$ cat src/rtl/rca_pkg.sv
// rtl/rca_pkg.sv - shared defaults, state encoding and sizing helper for the slice sequencer
package rca_pkg;

    localparam int RCA_DATA_W  = 64;
    localparam int RCA_SLICE_W = 16;

    typedef enum logic [1:0] {
        ST_IDLE = 2'd0,
        ST_RUN  = 2'd1,
        ST_DONE = 2'd2
    } rca_state_t;

    // A single-slice configuration still needs a one-bit index register.
    function automatic int idx_width(input int nslices);
        return (nslices > 1) ? $clog2(nslices) : 1;
    endfunction

endpackage

$ cat src/rtl/rca_slice_sequencer_if.sv
// rtl/rca_slice_sequencer_if.sv - operand/result handshake bundle for the slice sequencer
interface rca_slice_sequencer_if #(
    parameter int DATA_W = 64
);
    logic              in_valid;
    logic              in_ready;
    logic [DATA_W-1:0] a;
    logic [DATA_W-1:0] b;
    logic              c_in;
    logic              out_valid;
    logic              out_ready;
    logic [DATA_W-1:0] sum;
    logic              c_out;
    logic              ovf;
    logic              busy;

    modport master (
        output in_valid, a, b, c_in, out_ready,
        input  in_ready, out_valid, sum, c_out, ovf, busy
    );

    modport slave (
        input  in_valid, a, b, c_in, out_ready,
        output in_ready, out_valid, sum, c_out, ovf, busy
    );
endinterface

$ cat src/rtl/rca_slice_sequencer_slice_adder.sv
// rtl/rca_slice_sequencer_slice_adder.sv - combinational ripple-carry slice shared by every slice step
module slice_adder #(
    parameter int SLICE_W = 16
) (
    input  logic [SLICE_W-1:0] a,
    input  logic [SLICE_W-1:0] b,
    input  logic               cin,
    output logic [SLICE_W-1:0] s,
    output logic               cy,
    output logic               msb_cin
);
    logic carry;

    always_comb begin
        s       = '0;
        msb_cin = 1'b0;
        carry   = cin;
        for (int i = 0; i < SLICE_W; i++) begin
            if (i == SLICE_W - 1) begin
                msb_cin = carry;
            end
            s[i]  = a[i] ^ b[i] ^ carry;
            carry = (a[i] & b[i]) | (carry & (a[i] ^ b[i]));
        end
        cy = carry;
    end
endmodule

$ cat src/rtl/rca_slice_sequencer.sv
// rtl/rca_slice_sequencer.sv - multi-cycle adder stepping one ripple slice per clock, LSB slice first
module rca_slice_sequencer
    import rca_pkg::*;
#(
    parameter int DATA_W  = RCA_DATA_W,
    parameter int SLICE_W = RCA_SLICE_W
) (
    input  logic                 clk,
    input  logic                 rst,
    rca_slice_sequencer_if.slave bus
);
    localparam int NSLICES = DATA_W / SLICE_W;
    localparam int IDX_W   = idx_width(NSLICES);
    localparam logic [IDX_W-1:0] LAST_IDX = IDX_W'(NSLICES - 1);

    rca_state_t        state, state_nx;
    logic [IDX_W-1:0]  idx_q;
    logic              carry_q;
    logic [DATA_W-1:0] a_q, b_q, sum_q;
    logic              c_out_q, ovf_q;

    logic [SLICE_W-1:0] a_sl [NSLICES];
    logic [SLICE_W-1:0] b_sl [NSLICES];
    logic [SLICE_W-1:0] slice_s;
    logic               slice_cy, slice_msb_cin;

    for (genvar gi = 0; gi < NSLICES; gi++) begin : g_slice_mux
        assign a_sl[gi] = a_q[gi*SLICE_W +: SLICE_W];
        assign b_sl[gi] = b_q[gi*SLICE_W +: SLICE_W];
    end

    slice_adder #(.SLICE_W(SLICE_W)) u_slice (
        .a       (a_sl[idx_q]),
        .b       (b_sl[idx_q]),
        .cin     (carry_q),
        .s       (slice_s),
        .cy      (slice_cy),
        .msb_cin (slice_msb_cin)
    );

    always_ff @(posedge clk or posedge rst) begin
        if (rst) begin
            state <= ST_IDLE;
        end else begin
            state <= state_nx;
        end
    end

    always_comb begin
        state_nx = state;
        unique case (state)
            ST_IDLE: if (bus.in_valid)      state_nx = ST_RUN;
            ST_RUN:  if (idx_q == LAST_IDX) state_nx = ST_DONE;
            ST_DONE: if (bus.out_ready)     state_nx = ST_IDLE;
            default:                        state_nx = ST_IDLE;
        endcase
    end

    always_ff @(posedge clk or posedge rst) begin
        if (rst) begin
            idx_q   <= '0;
            carry_q <= 1'b0;
            a_q     <= '0;
            b_q     <= '0;
            sum_q   <= '0;
            c_out_q <= 1'b0;
            ovf_q   <= 1'b0;
        end else begin
            unique case (state)
                ST_IDLE: begin
                    if (bus.in_valid) begin
                        a_q     <= bus.a;
                        b_q     <= bus.b;
                        carry_q <= bus.c_in;
                        idx_q   <= '0;
                        sum_q   <= '0;
                        c_out_q <= 1'b0;
                        ovf_q   <= 1'b0;
                    end
                end
                ST_RUN: begin
                    for (int i = 0; i < NSLICES; i++) begin
                        if (idx_q == IDX_W'(i)) begin
                            sum_q[i*SLICE_W +: SLICE_W] <= slice_s;
                        end
                    end
                    carry_q <= slice_cy;
                    // The last slice's internal top-bit carry is the carry into bit DATA_W-1.
                    if (idx_q == LAST_IDX) begin
                        c_out_q <= slice_cy;
                        ovf_q   <= slice_cy ^ slice_msb_cin;
                    end else begin
                        idx_q <= idx_q + 1'b1;
                    end
                end
                default: ;
            endcase
        end
    end

    assign bus.in_ready  = (state == ST_IDLE);
    assign bus.out_valid = (state == ST_DONE);
    assign bus.busy      = (state != ST_IDLE);
    assign bus.sum       = sum_q;
    assign bus.c_out     = c_out_q;
    assign bus.ovf       = ovf_q;
endmodule

$ cat src/flat_wrapper.sv
// flat-port wrapper written by rule: the top's interface ports become plain ports
module rca_slice_sequencer_flat import rca_pkg::*;
#(
    parameter int DATA_W  = RCA_DATA_W,
    parameter int SLICE_W = RCA_SLICE_W
)
  (clk, rst, bus_in_valid, bus_a, bus_b, bus_c_in, bus_out_ready, bus_in_ready, bus_out_valid, bus_sum, bus_c_out, bus_ovf, bus_busy);
  rca_slice_sequencer_if #(.DATA_W(DATA_W)) bus_i ();
  input  logic clk;
  input  logic rst;
  input wire logic [$bits(bus_i.in_valid)-1:0] bus_in_valid;
  input wire logic [$bits(bus_i.a)-1:0] bus_a;
  input wire logic [$bits(bus_i.b)-1:0] bus_b;
  input wire logic [$bits(bus_i.c_in)-1:0] bus_c_in;
  input wire logic [$bits(bus_i.out_ready)-1:0] bus_out_ready;
  output wire logic [$bits(bus_i.in_ready)-1:0] bus_in_ready;
  output wire logic [$bits(bus_i.out_valid)-1:0] bus_out_valid;
  output wire logic [$bits(bus_i.sum)-1:0] bus_sum;
  output wire logic [$bits(bus_i.c_out)-1:0] bus_c_out;
  output wire logic [$bits(bus_i.ovf)-1:0] bus_ovf;
  output wire logic [$bits(bus_i.busy)-1:0] bus_busy;
  assign bus_i.in_valid = bus_in_valid;
  assign bus_i.a = bus_a;
  assign bus_i.b = bus_b;
  assign bus_i.c_in = bus_c_in;
  assign bus_i.out_ready = bus_out_ready;
  assign bus_in_ready = bus_i.in_ready;
  assign bus_out_valid = bus_i.out_valid;
  assign bus_sum = bus_i.sum;
  assign bus_c_out = bus_i.c_out;
  assign bus_ovf = bus_i.ovf;
  assign bus_busy = bus_i.busy;
  rca_slice_sequencer #(.DATA_W(DATA_W), .SLICE_W(SLICE_W)) u_core (.clk(clk), .rst(rst), .bus(bus_i));
endmodule
$ cat config.mk
export PLATFORM = sky130hd
export DESIGN_NAME = rca_slice_sequencer_flat
export DESIGN_NICKNAME = d
export VERILOG_FILES = /design/src/rtl/rca_pkg.sv /design/src/rtl/rca_slice_sequencer_if.sv /design/src/rtl/rca_slice_sequencer_slice_adder.sv /design/src/rtl/rca_slice_sequencer.sv /design/src/flat_wrapper.sv
export SDC_FILE = /design/constraint.sdc
export NUM_CORES = 1
export LEC_CHECK = 0
export ABC_CLOCK_PERIOD_IN_PS = 9500
export CORE_ASPECT_RATIO = 2
export CORE_MARGIN = 2
export CORE_UTILIZATION = 50
export CTS_BUF_LIST = sky130_fd_sc_hd__clkbuf_8
export CTS_CLUSTER_DIAMETER = 150
export DETAILED_ROUTE_END_ITERATION = 7
export PLACE_DENSITY = 0.79
export SYNTH_ARGS = -nofsm -noshare
export SYNTH_HDL_FRONTEND = slang
export SYNTH_SLANG_ARGS = --single-unit
$ cat constraint.sdc
create_clock -name clk -period 9.5 [get_ports clk]
set_clock_uncertainty 0.05 [all_clocks]
set_input_delay 2.85 -clock clk [delete_from_list [all_inputs] [get_ports clk]]
set_output_delay 2.85 -clock clk [all_outputs]
set_load 0.01 [all_outputs]
==> reports/metrics.cfg, run 1 <==
[placed_design]
place_area_sq_mm = 0.0114
hpwl_um = 16800
globalplace.congestion = 0.833
io_buffers = 201

[sta]
setup_viol = 0
worst_pin_slew_ns = 1.00
finalHoldViolCount = 0
tns_ns = 0
timing.final.crit_share_pct = 81.5
slew_headroom_pct = 33.3
fin_crit_ns = 7.75
final_max_slew_viol_count = 0
max_freq_mhz = 129
rsz0062_at_grt = false

[cts]
cts_max_path_buffers = 2
cts_buffers = 17
root_buffer = clkbuf_8
cts_resized = 0
htreeDepth = 4
clk_pin_slew_ns = 0.10
cts.sinks = 199
cts_setup_buffers = 0
tritoncts = yes
holdBufCountCts = 0
clock_latency_ns = 0.49

[power]
leakagePower_nw = 5.03
p_total_mw = 4.68
pwr-share-comb_pct = 56.1
p_sw_mw = 1.88
p_sw_share_pct = 40.1
powerDensity_mw_per_mm2 = 395
p_seq_share_pct = 31.4
power.internal_mw = 2.80
vdd_drop_max_uv = 209
p_clk_share_pct = 12.5

[logic_synthesis]
syn_avg_cell_area_sq_um = 14.0
ys_types = 33
yosysSeqAreaShare_pct = 52.8
synth-seq-cells = 199
syn_inst = 674
yosysTopAreaCell = dfrtp_1
netlist_area_sq_mm = 0.00943
yosysTopAreaCellShare_pct = 52.8
synthTopCellsByCount = dfrtp_1 (199), mux2_1 (98), inv_1 (84)
synth_fp_nets = 827
synth_edf_count = 0
synth_top_flop_cell = dfrtp_1
ys_warn_count = 0
yosys-top-cells-area = dfrtp_1 (53%), mux2_1 (12%), mux4_2 (7.6%), a22o_1 (6.7%), fa_1 (3.4%)
async_flop_share_pct = 100
synth_most_common_cell = dfrtp_1

[final_layout]
stdcell_area_sq_mm = 0.0118
seq_area_sq_mm = 0.00498
drive_gt1_share_pct = 12.3
multi_input_area_sq_mm = 0.00378
area_growth_syn_to_layout_pct = 25.7
fill_cells = 1455
final_nets = 1001

[global_routing]
track_usage_pct = 24.0
grt_pass1_vias = 6566
grt_max_degree = 133
antenna_found_initial = 1
grt_pass1_wl_um = 35900
overflow = 0

[detailed_routing]
vias = 6148
wire_per_inst_um = 21.2
met1_length_um = 8210
avgViaCountPerCell = 5.69
first_iter_violations = 273
maxUsedRoutingLayer = met4
dr_wl_met3_um = 771
drc = 0
ant_nets = 0
drtPass1Iterations = 4
route.met2.wl_um = 12800
wirelength_um = 23000

[critical_path]
endpoint_kind = register
slowest_stage = buf_4
path_max_fanout = 31
crit_chain = buf_4, mux4_2, inv_1, fa_1, fa_1, fa_1, fa_1, fa_1, fa_1, fa_1, fa_1, fa_1, fa_1, fa_1, fa_1, inv_1, fa_1, fa_1, fa_1, inv_1, o22ai_1, a22o_1
crit_type = reg2reg
critPathRequiredTime_ns = 9.82
path_common_cell = fa_1
crit_path_start_kind = register
critPathMaxStageDelay_ns = 0.53
cp.arrival_ns = 8.07
path_buf_inv = 4
critical_path.top_delay_family = adder cells

[floorplan]
chipWidth_um = 101
coreArea_sq_mm = 0.0187
die-height_um = 198
row_count = 71
io_pins = 202
start_util_pct = 50.5
die-area_sq_mm = 0.0200

[outcome]
status = completed

[flow_run]
drv_cap = 0

[min_path]
holdCritPathClass = reg2reg

-- kinds of logic after synthesis --
family | synth area share, %
AOI/OAI and AO/OA | 11.6
xor gates and xnor gates | 0.0929
adders and majority gates | 3.93
buffers and inverters | 7.23
DFF | 52.8
muxes | 23.5
and+or+nand+nor | 0.889
-- cell type report --
class                           count  share of cell area [%]
Antenna cell                        1                  0.0211
Inverter                           86                    2.79
Multi-Input combinational cell    337                    31.9
Clock inverter                     14                    1.47
Tap cell                          219                    2.31
Timing Repair Buffer              207                    17.4
Sequential cell                   199                    42.1
Clock buffer                       18                    2.09
-- power groups by stage --
stage / sequential (mW) / clock (mW) / combinational (mW)
after detailed placement: 1.48 / 0 / 2.63
after CTS: 1.47 / 0.597 / 2.63
after global placement: 1.46 / 0 / 2.57
final: 1.47 / 0.586 / 2.62
after global routing: 1.51 / 0.629 / 2.87
after floorplan: 1.42 / 0 / 1.87
-- worst register-to-register path: stages (launching register included) --
cell	delay, ns
dfrtp_2	0.48
buf_4	0.53
mux4_2	0.34
inv_1	0.05
fa_1	0.46
fa_1	0.40
fa_1	0.40
fa_1	0.39
fa_1	0.41
fa_1	0.39
fa_1	0.40
fa_1	0.40
fa_1	0.41
fa_1	0.41
fa_1	0.41
fa_1	0.38
inv_1	0.08
fa_1	0.19
fa_1	0.24
fa_1	0.42
inv_1	0.11
o22ai_1	0.07
a22o_1	0.21
-- stage by stage --
stage / setup slack, ns / hold slack (ns) / std cells / utilization, %
2_1_floorplan: 1.17 / 0.402 / 674 / -
3_3_place_gp: 1.81 / 0.412 / 1048 / 61.2
5_1_grt: 1.33 / 0.457 / 1081 / 63.5
6_report: 1.75 / 0.440 / 1081 / 63.5
4_1_cts: 1.73 / 0.444 / 1080 / 63.5
3_5_place_dp: 1.74 / 0.421 / 1048 / 61.2
-- state kept, by name (all words and copies together), names as in the netlist --
| name | flops |
|---|---|
| u_core.a_q | 64 |
| u_core.b_q | 64 |
| u_core.bus.sum | 64 |
| u_core.idx_q | 2 |
| u_core.state | 2 |
| u_core.bus.c_out | 1 |
| u_core.bus.ovf | 1 |
| u_core.carry_q | 1 |
-- worst paths after layout --
| kind | depth (start not counted) | endpoint | slack (ns) | start |
|---|---|---|---|---|
| worst max register to register | 22 | u_core.bus.sum[15]$_DFFE_PP0P_ | 1.75 | u_core.idx_q[0]$_DFFE_PP0P_ |
| min in group asynchronous | 2 | u_core.bus.sum[50]$_DFFE_PP0P_ | 2.89 | rst |
| worst min register to register | 1 | u_core.a_q[50]$_DFFE_PP0P_ | 0.44 | u_core.a_q[50]$_DFFE_PP0P_ |
| max in group asynchronous | 3 | u_core.state[0]$_DFFE_PP0P_ | 5.06 | rst |
| worst min-delay path | 1 | u_core.a_q[50]$_DFFE_PP0P_ | 0.44 | u_core.a_q[50]$_DFFE_PP0P_ |
| worst max-delay path | 22 | u_core.bus.sum[15]$_DFFE_PP0P_ | 1.75 | u_core.idx_q[0]$_DFFE_PP0P_ |
-- layer usage --
layer	global-route usage, %	up-vias
met1	27.4	3117
li1	-	2779
met2	41.9	197
met4	14.0	0
met5	0	-
met3	3.67	55
-- cell usage in the layout, fill, tap and decap left out, drive strengths merged, types with 4 or more instances in the layout --
cell type and count:
a22o 72, inv 92, fa 16, o2bb2ai 13
buf 6, mux2 129, clkinvlp 4, ha 4
clkdlybuf4s50 201, mux4 32, dfrtp 199, nand2b 5
o22ai 48, clkbuf 18
No activity file was read; power rests on OpenSTA's default activity.
==> run 2, diff against run 1 <==
--- a/config.mk
+++ b/config.mk
@@ -5,10 +5,10 @@
 export SDC_FILE = /design/constraint.sdc
 export NUM_CORES = 1
 export LEC_CHECK = 0
-export ABC_CLOCK_PERIOD_IN_PS = 9500
+export ABC_CLOCK_PERIOD_IN_PS = 6800
 export CORE_ASPECT_RATIO = 2
 export CORE_MARGIN = 2
-export CORE_UTILIZATION = 50
+export CORE_UTILIZATION = 48
 export CTS_BUF_LIST = sky130_fd_sc_hd__clkbuf_8
 export CTS_CLUSTER_DIAMETER = 150
 export DETAILED_ROUTE_END_ITERATION = 7
==> constraint.sdc (replaced) <==
create_clock -name clk -period 6.8 [get_ports clk]
set_clock_uncertainty 0.05 [all_clocks]
set_input_delay 2.04 -clock clk [delete_from_list [all_inputs] [get_ports clk]]
set_output_delay 2.04 -clock clk [all_outputs]
set_load 0.01 [all_outputs]
==> run 2 against run 1 <==
Effect of this change:
- the flow now finishes with violations (setup timing)
- die area increased by 4.0%
- worst setup slack worse by 1.9 ns
- final area is 0.87% higher
- total power increased by 43%
- flip-flop and latch count unchanged
- wire length is 0.76% higher
- critical path type unchanged
==> reports/metrics.cfg, run 2 (same netlist as run 1, synthesis figures left out) <==
[power]
leakagePower_nw = 5.02  ; -0.24%
p_sw_mw = 2.71  ; +45%
powerDensity_mw_per_mm2 = 560  ; +42%
vdd_drop_max_uv = 349  ; +67%
p_clk_share_pct = 10.7  ; -1.8 points
p_seq_share_pct = 30.4  ; -1.0 points
pwr-share-comb_pct = 58.8  ; +2.7 points
p_sw_share_pct = 40.6  ; +0.47 points
power.internal_mw = 3.97  ; +42%

[sta]
rsz0062_at_grt = true
setup_viol = 4  ; +4
whs_ns = 0.439  ; -0.00112 ns
slew_headroom_pct = 37.1  ; +3.8 points
timing.final.crit_share_pct = 102  ; +21 points
setup_ws_ns = -0.153  ; -1.91 ns
max_freq_mhz = 144  ; +11%
tns_ns = -0.545  ; -0.545 ns
finalHoldViolCount = 0  ; unchanged
final_max_slew_viol_count = 0  ; unchanged
worst_pin_slew_ns = 0.943  ; -0.0565 ns
fin_crit_ns = 6.95  ; -0.793 ns

[final_layout]
drive_gt1_share_pct = 15.5  ; +3.2 points
stdcell_area_sq_mm = 0.0119  ; +0.87%
instances_no_fill = 1127  ; +4.3%
area_growth_syn_to_layout_pct = 26.7
layout_commonest_cell = clkdlybuf4s50_1
final_nets = 1006  ; +0.50%
layout_common_cells = clkdlybuf4s50_1 (201), dfrtp_1 (196), mux2_1 (98), inv_1 (79), a22o_1 (72)

[floorplan]
die-height_um = 202  ; +2.0%
coreArea_sq_mm = 0.0193  ; +3.3%
die-area_sq_mm = 0.0208  ; +4.0%
io_pins = 202  ; unchanged
chipWidth_um = 103  ; +2.0%
start_util_pct = 48.9  ; -1.6 points
row_count = 72  ; +1.4%

[global_routing]
antenna_found_initial = 2  ; +1
overflow = 0  ; unchanged
grt_pass1_vias = 6551  ; -0.23%
grt_max_degree = 163  ; +23%
track_usage_pct = 23.4  ; -0.62 points
grt_pass1_wl_um = 36300  ; +1.1%

[placed_design]
io_buffers = 201  ; unchanged
place_area_sq_mm = 0.0116  ; +1.1%
place_ws_ns = -0.162  ; -1.90 ns
globalplace.congestion = 0.799  ; -4.1%
hpwl_um = 16900  ; +0.57%
dp_cells = 1091  ; +4.1%

[cts]
tritoncts = yes
root_buffer = clkbuf_8
cts_max_path_buffers = 2  ; unchanged
clk_pin_slew_ns = 0.10  ; about the same
htreeDepth = 4  ; unchanged
cts.sinks = 199  ; unchanged
cts_buffers = 17  ; unchanged
clock_latency_ns = 0.48  ; about the same

[detailed_routing]
drc = 0  ; unchanged
wire_per_inst_um = 20.5  ; -3.4%
ant_nets = 0  ; unchanged
avgViaCountPerCell = 5.49  ; -3.5%
first_iter_violations = 299  ; +9.5%
vias = 6187  ; +0.63%
wirelength_um = 23100  ; +0.76%
drtPass1Iterations = 4  ; unchanged

[critical_path]
cp.arrival_ns = 7.27  ; -0.80 ns
crit_type = reg2reg
path_max_fanout = 4  ; -87%
critPathRequiredTime_ns = 7.12  ; -2.70 ns
crit_path_start_kind = register
endpoint_kind = register

[outcome]
status = finished with violations
violations = setup timing

[min_path]
holdCritPathClass = reg2reg

[flow_run]
drv_cap = 0  ; unchanged

-- run 2: cell count changes in the layout (fill, tap and decap cells not counted), moves of 3 or more --
cell       previous run  this run
bufinv_16             3         0
inv_2                 1         6
fa_1                 16         1
inv_1                85        79
buf_4                 6         9
clkinv_4              0         3
fa_2                  0        15
-- run 2: worst paths after layout --
| check | depth (start not counted) | slack [ns] | endpoint | from |
|---|---|---|---|---|
| worst max-delay path | 22 | -0.15 | u_core.bus.sum[31]$_DFFE_PP0P_ | u_core.idx_q[0]$_DFFE_PP0P_ |
| worst min-delay path | 1 | 0.44 | u_core.a_q[62]$_DFFE_PP0P_ | u_core.a_q[62]$_DFFE_PP0P_ |
| worst max register to register | 22 | -0.15 | u_core.bus.sum[31]$_DFFE_PP0P_ | u_core.idx_q[0]$_DFFE_PP0P_ |
| worst min register to register | 1 | 0.44 | u_core.a_q[62]$_DFFE_PP0P_ | u_core.a_q[62]$_DFFE_PP0P_ |
| max in group asynchronous | 3 | 3.35 | u_core.bus.sum[50]$_DFFE_PP0P_ | rst |
| min in group asynchronous | 2 | 2.01 | u_core.a_q[22]$_DFFE_PP0P_ | rst |
-- run 2: stage by stage --
stage	util, %	power [mW]
6_report	62.0	6.69
4_1_cts	61.8	6.68
3_3_place_gp	59.9	5.79
2_1_floorplan	-	4.71
3_5_place_dp	59.9	5.94
5_1_grt	62.0	7.13
-- run 2: routing by layer --
metal,part of all wire (%),track usage (%),wire length (um),vias to the layer above
li1,-,-,-,2783
met1,36,28.2,8440,3178
met2,56,40.4,12900,184
met3,3.6,3.35,838,42
met4,4.0,11.1,926,0
met5,0,0,0,-
-- run 2: critical path: stages (launching register included) --
cell and delay, ns:
dfrtp_2 0.45, mux4_2 0.35, inv_2 0.04, fa_2 0.40, fa_2 0.37, fa_2 0.36
fa_2 0.35, fa_2 0.36, fa_2 0.35, fa_2 0.34, fa_2 0.34, fa_2 0.36
fa_2 0.36, fa_2 0.35, fa_2 0.34, fa_2 0.34, inv_2 0.06, fa_2 0.20
fa_2 0.22, fa_1 0.44, inv_2 0.09, o22ai_1 0.07, a22o_1 0.23
-- run 2: what timing repair did --
item                       in CTS  in global routing
setup buffers                   1                  1
cloned                          0                  0
gates resized for setup         1                  4
setup endpoints to repair       4                  9
pin swaps                       2                  3
hold buffers                    0                  0
-- run 2: power by group through the flow --
stage                     logic [mW]  clock network [mW]  registers [mW]
after floorplan                 2.72                   0            1.99
after global placement          3.76                   0            2.03
after detailed placement        3.88                   0            2.06
after CTS                       3.91               0.736            2.03
after global routing            4.25               0.784            2.10
final                           3.93               0.718            2.03
-- run 2: final cells by class --
cell class              instances  area, sq um
diodes                          2         5.00
multi-input cells             337         3830
fillers                      1572         7330
clock inverters                14          115
inverters                      86          327
clock buffers                  18          248
flip-flops and latches        199         4980
well taps                     259          324
repair buffers                212         2120
==> RTL edit 1, RTL diff (flow settings as in run 2) <==
Re-encode `rca_state_t` (3 states) as one-hot, 3 bits wide.
--- a/src/rtl/rca_pkg.sv
+++ b/src/rtl/rca_pkg.sv
@@ -6,6 +6,6 @@
 
-    typedef enum logic [1:0] {
-        ST_IDLE = 2'd0,
-        ST_RUN  = 2'd1,
-        ST_DONE = 2'd2
+    typedef enum logic [2:0] {
+        ST_IDLE = 3'b001,
+        ST_RUN  = 3'b010,
+        ST_DONE = 3'b100
     } rca_state_t;
Function: no difference found for any inputs over 4 cycles, from zero or initial values and one cycle with rst high; so few cycles prove little.
==> RTL edit 1 against run 2 <==
- the flow still finishes with violations (negative setup slack)
- area after synthesis down 5.5%
- hold slack worse by 0.0061 ns
- routed wire length up 3.7%
- total power down 16%
- sequential cell count up 1
- global-route usage up 1.8 points
- die area down 5.3%
- worst setup slack better by 0.14 ns
- final area down 3.7%
- largest power group unchanged
- highest routed layer unchanged
==> RTL edit 1: results (changes against run 2) <==
metric	value	unit	change
run status	finished, violations left		
failing checks	negative setup slack		
Adder-Cell Fraction of Synth Area	0.0416		+0.00228
clk pwr	0.000758	W	+5.6%
GRT met1 Usage	0.280		-0.00181
switching share of power	0.409		+0.00261
r2r startpoint	u_core.idx_q[0]		
Synth Area in Compound Gates	0.0560		-0.0597
register area share after synthesis	0.562		+0.0336
TritonRoute pass-1 iters	5		+1
met1 wire length	8.21	mm	-2.7%
fin nets	1176		+17%
post-synth cell types	33		unchanged
Total GRT Usage	0.252		+0.0177
1st-iter DRT viols	312		+4.3%
Post-Synth XOR/XNOR Area	0.000983		+0.0000539
worst slew pin tran	1.16	ns	+0.220 ns
Fillers	1506		-4.2%
WP data arrival	7.13	ns	-0.14 ns
HPWL Detailed	18.3	mm	+7.9%
Post-synth top cells	nand2_1 (391), dfrtp_1 (199), o2bb2ai_1 (39)		
Avg WL per Cell	19.2	um	-6.7%
metal3 WL	892	um	+6.4%
CP peak stage delay	0.47	ns	+0.02 ns
H-tree levels	4		unchanged
CTS buffer count	17		unchanged
vias in the first global route	6901		+5.3%
I/O Buffers	201		unchanged
setup TNS	-0.0324	ns	+0.513 ns
pin count of the biggest net entering global routing	100		-39%
CP max-delay cell	fa_2		
routed vias/inst	5.36		-2.3%
top layer in use	met4		
Most Crowded Layer GR	met2		
CP top delay family	adder cells		
Seq pwr share	0.362		+0.058
fraction of layout cells with a size suffix above 1	0.115		-0.0399
Register-to-Register Path Depth	20		-9.1%
Leakage	5.44	nW	+8.4%
Peak supply drop	259	uV	-26%
grt met2 use	0.456		+0.0519
final setup fails	2		-2
clock root buffer master	clkbuf_8		
multiplexer share of the synthesized area	0.105		-0.129
Seq. pwr	0.00204	W	
WHS Path Cells	2		+1
DR WL met2	13.6	mm	+5.0%
syn_nets	992		+20%
Hold WC Path Type	flip-flop to flip-flop		
PnR worst setup slack	-0.0180	ns	+0.135 ns
RR Endpoint	u_core.bus.sum[31]		
GRT met3 Usage	0.0316		-0.00198
initial antenna violation count	1		-1
first-pass GRT wire length	37.2	mm	+2.5%
Area contributors post-synth	dfrtp_1 (56%), nand2_1 (16%), mux4_2 (8.1%)		
maximum clock path buffer count	2		unchanged
HP Start	u_core.a_q[41]		
GPL Wtd Cong	0.829		+3.7%
[RTL edit 1: cell count changes in the layout (fill, tap and decap cells not counted), moves of 5 or more]
cell,delta
a22o_1,-71
a32o_1,+9
inv_1,-45
mux2_1,-92
mux2_2,-13
mux2_4,-9
mux2i_1,+5
nand2_1,+388
nor2_1,+15
o22ai_1,-46
o2bb2ai_1,+26
[RTL edit 1: cells by family after synthesis]
logic type                 Yosys count
AOI/OAI and AO/OA                   57
muxes                               52
xor gates and xnor gates             1
DFF                                200
and+or+nand+nor                    422
buffers and inverters               87
adders and majority gates           20
[RTL edit 1: repair_timing]
action / 4_1_cts / 5_1_grt
hold buffers: 0 / 0
pin swaps: 4 / 3
endpoints found under the hold margin: 0 / 0
buffers inserted: 1 / 1
gates resized for setup: 0 / 3
setup endpoints to repair: 4 / 5
[RTL edit 1: worst min path at each step]
stage | end | slack [ns]
6_report | u_core.a_q[41] | 0.43
5_1_grt | u_core.a_q[41] | 0.45
4_1_cts | u_core.a_q[62] | 0.44
3_5_place_dp | u_core.a_q[62] | 0.41
3_3_place_gp | u_core.b_q[31] | 0.40
2_1_floorplan | u_core.a_q[32] | 0.39
[RTL edit 1: per-stage QoR]
| step | std cells | area [sq um] | worst slack, ns |
|---|---|---|---|
| finish | 1253 | 11500 | -0.0180 |
| global route | 1253 | 11500 | -0.168 |
| CTS | 1251 | 11500 | -0.0272 |
| detailed placement | 1218 | 11100 | -0.0508 |
| global placement | 1218 | 11100 | 0.0339 |
| floorplan | 839 | 8970 | -0.0503 |
[RTL edit 1: area by class of cell]
cell class,instances,share of cell area
flip-flops and latches,200,0.435
clock inverters,15,0.0136
clock buffers,17,0.0203
inverters,37,0.0124
multi-input cells,552,0.310
diodes,1,0.000217
repair buffers,215,0.185
well taps,216,0.0235
==> RTL edit 2, RTL diff (flow settings as in run 2) <==
Made on the original files. The package constant `RCA_SLICE_W` goes from 16 to 8.
--- a/src/rtl/rca_pkg.sv
+++ b/src/rtl/rca_pkg.sv
@@ -4,3 +4,3 @@
     localparam int RCA_DATA_W  = 64;
-    localparam int RCA_SLICE_W = 16;
+    localparam int RCA_SLICE_W = 8;
 
Formal check against the unedited RTL: not equivalent (a bounded check fails within 4 cycles, from zero or initial values and one cycle with rst high).
==> RTL edit 2 against run 2 <==
- utilization decreased by 0.61 points
- sequential cell count grew 1
- final area decreased by 0.98%
- routed wire length down 2.1%
- area after synthesis hardly changed
- worst setup slack improved by 1.9 ns
- global-route usage down 0.62 points
- hold slack better by 0.0082 ns
- total power is 8.7% lower
- largest cell class unchanged
==> RTL edit 2: results (changes against run 2) <==
metric	value	unit	change
clock sink count	200		+0.50%
HPWL Detailed	16.9	mm	-0.12%
sequential cell area share	0.423		+0.00616
post-synth cell types	35		+6.1%
Total GRT Usage	0.228		-0.00621
r2r startpoint	u_core.idx_q[2]		
placed cell areas	11400	sq um	-1.1%
Signal inverters	19		-78%
fmax	196	MHz	+37%
met1 wire length	8.03	mm	-4.8%
first-pass GRT wire length	35.2	mm	-3.2%
Layout area overhead	25.6	%	
CP endpoint	u_core.bus.sum[23]		
ClkCell Share	0.0338		+0.00347
register area share after synthesis	0.531		+0.00308
Adder-Cell Fraction of Synth Area	0.0250		-0.0143
combinational power	0.00316	W	-20%
WP data arrival	5.39	ns	-1.88 ns
Worst R2R Setup Slack	1.71	ns	+1.86 ns
metal3 WL	906	um	+8.1%
worst hold path endpoint	u_core.bus.sum[12]		
worst slew pin tran	0.962	ns	+0.0189 ns
Peak supply drop	375	uV	+7.4%
HP Start	u_core.bus.sum[12]		
total setup buffers inserted after CTS	0		-1
Area contributors post-synth	dfrtp_1 (53%), mux2_4 (16%), mux4_2 (7.7%)		
CP Max Fanout	41		+37
area of the multi-input gates	3950	sq um	+3.3%
Leakage	5.06	nW	+0.78%
Min Hold Slack	0.447	ns	+0.00824 ns
Avg WL per Cell	21.7	um	+5.8%
routed vias/inst	5.46		-0.58%
Non-CTS buffers	205		-3.3%
1st-iter DRT viols	213		-29%
post-cts sizing count	0		-1
GPL Wtd Cong	0.852		+6.6%
PnR Total Power	0.00610	W	-8.7%
multi-input gate count	325		-3.6%
Syn Area/Cell	16.2	sq um	+16%
pin count of the biggest net entering global routing	173		+6.1%
syn_nets	730		-12%
Fillers	1503		-4.4%
run status	completed		
DR WL met2	12.5	mm	-3.7%
Register-to-Register Path Depth	13		-41%
RTL edit 2: cell types whose count changed in the layout (fill, tap and decap cells not counted), sizes merged, moves of 3 or more:
| cell | run 2 | this run |
|---|---|---|
| inv | 91 | 26 |
| a22o | 72 | 18 |
| o22ai | 48 | 0 |
| o2bb2ai | 13 | 53 |
| nand2 | 3 | 24 |
| mux2i | 0 | 19 |
| fa | 16 | 8 |
| buf | 11 | 4 |
| a21o | 0 | 6 |
| nand3b | 0 | 4 |
| nand2b | 5 | 8 |
| nand3 | 0 | 3 |
RTL edit 2: layer usage:
metal	track usage	vias up
met3	0.0318	57
met1	0.257	2893
li1	-	2522
met5	0	-
met2	0.398	215
met4	0.133	0
RTL edit 2: worst max-delay path, stage by stage (launching register included):
cell	delay, ns
dfrtp_2	1.01
mux4_2	0.37
mux2i_1	0.10
fa_1	0.46
fa_1	0.40
fa_1	0.41
fa_1	0.42
fa_1	0.41
inv_1	0.08
fa_1	0.18
fa_1	0.24
fa_1	0.44
nand2_1	0.24
o2bb2ai_1	0.13
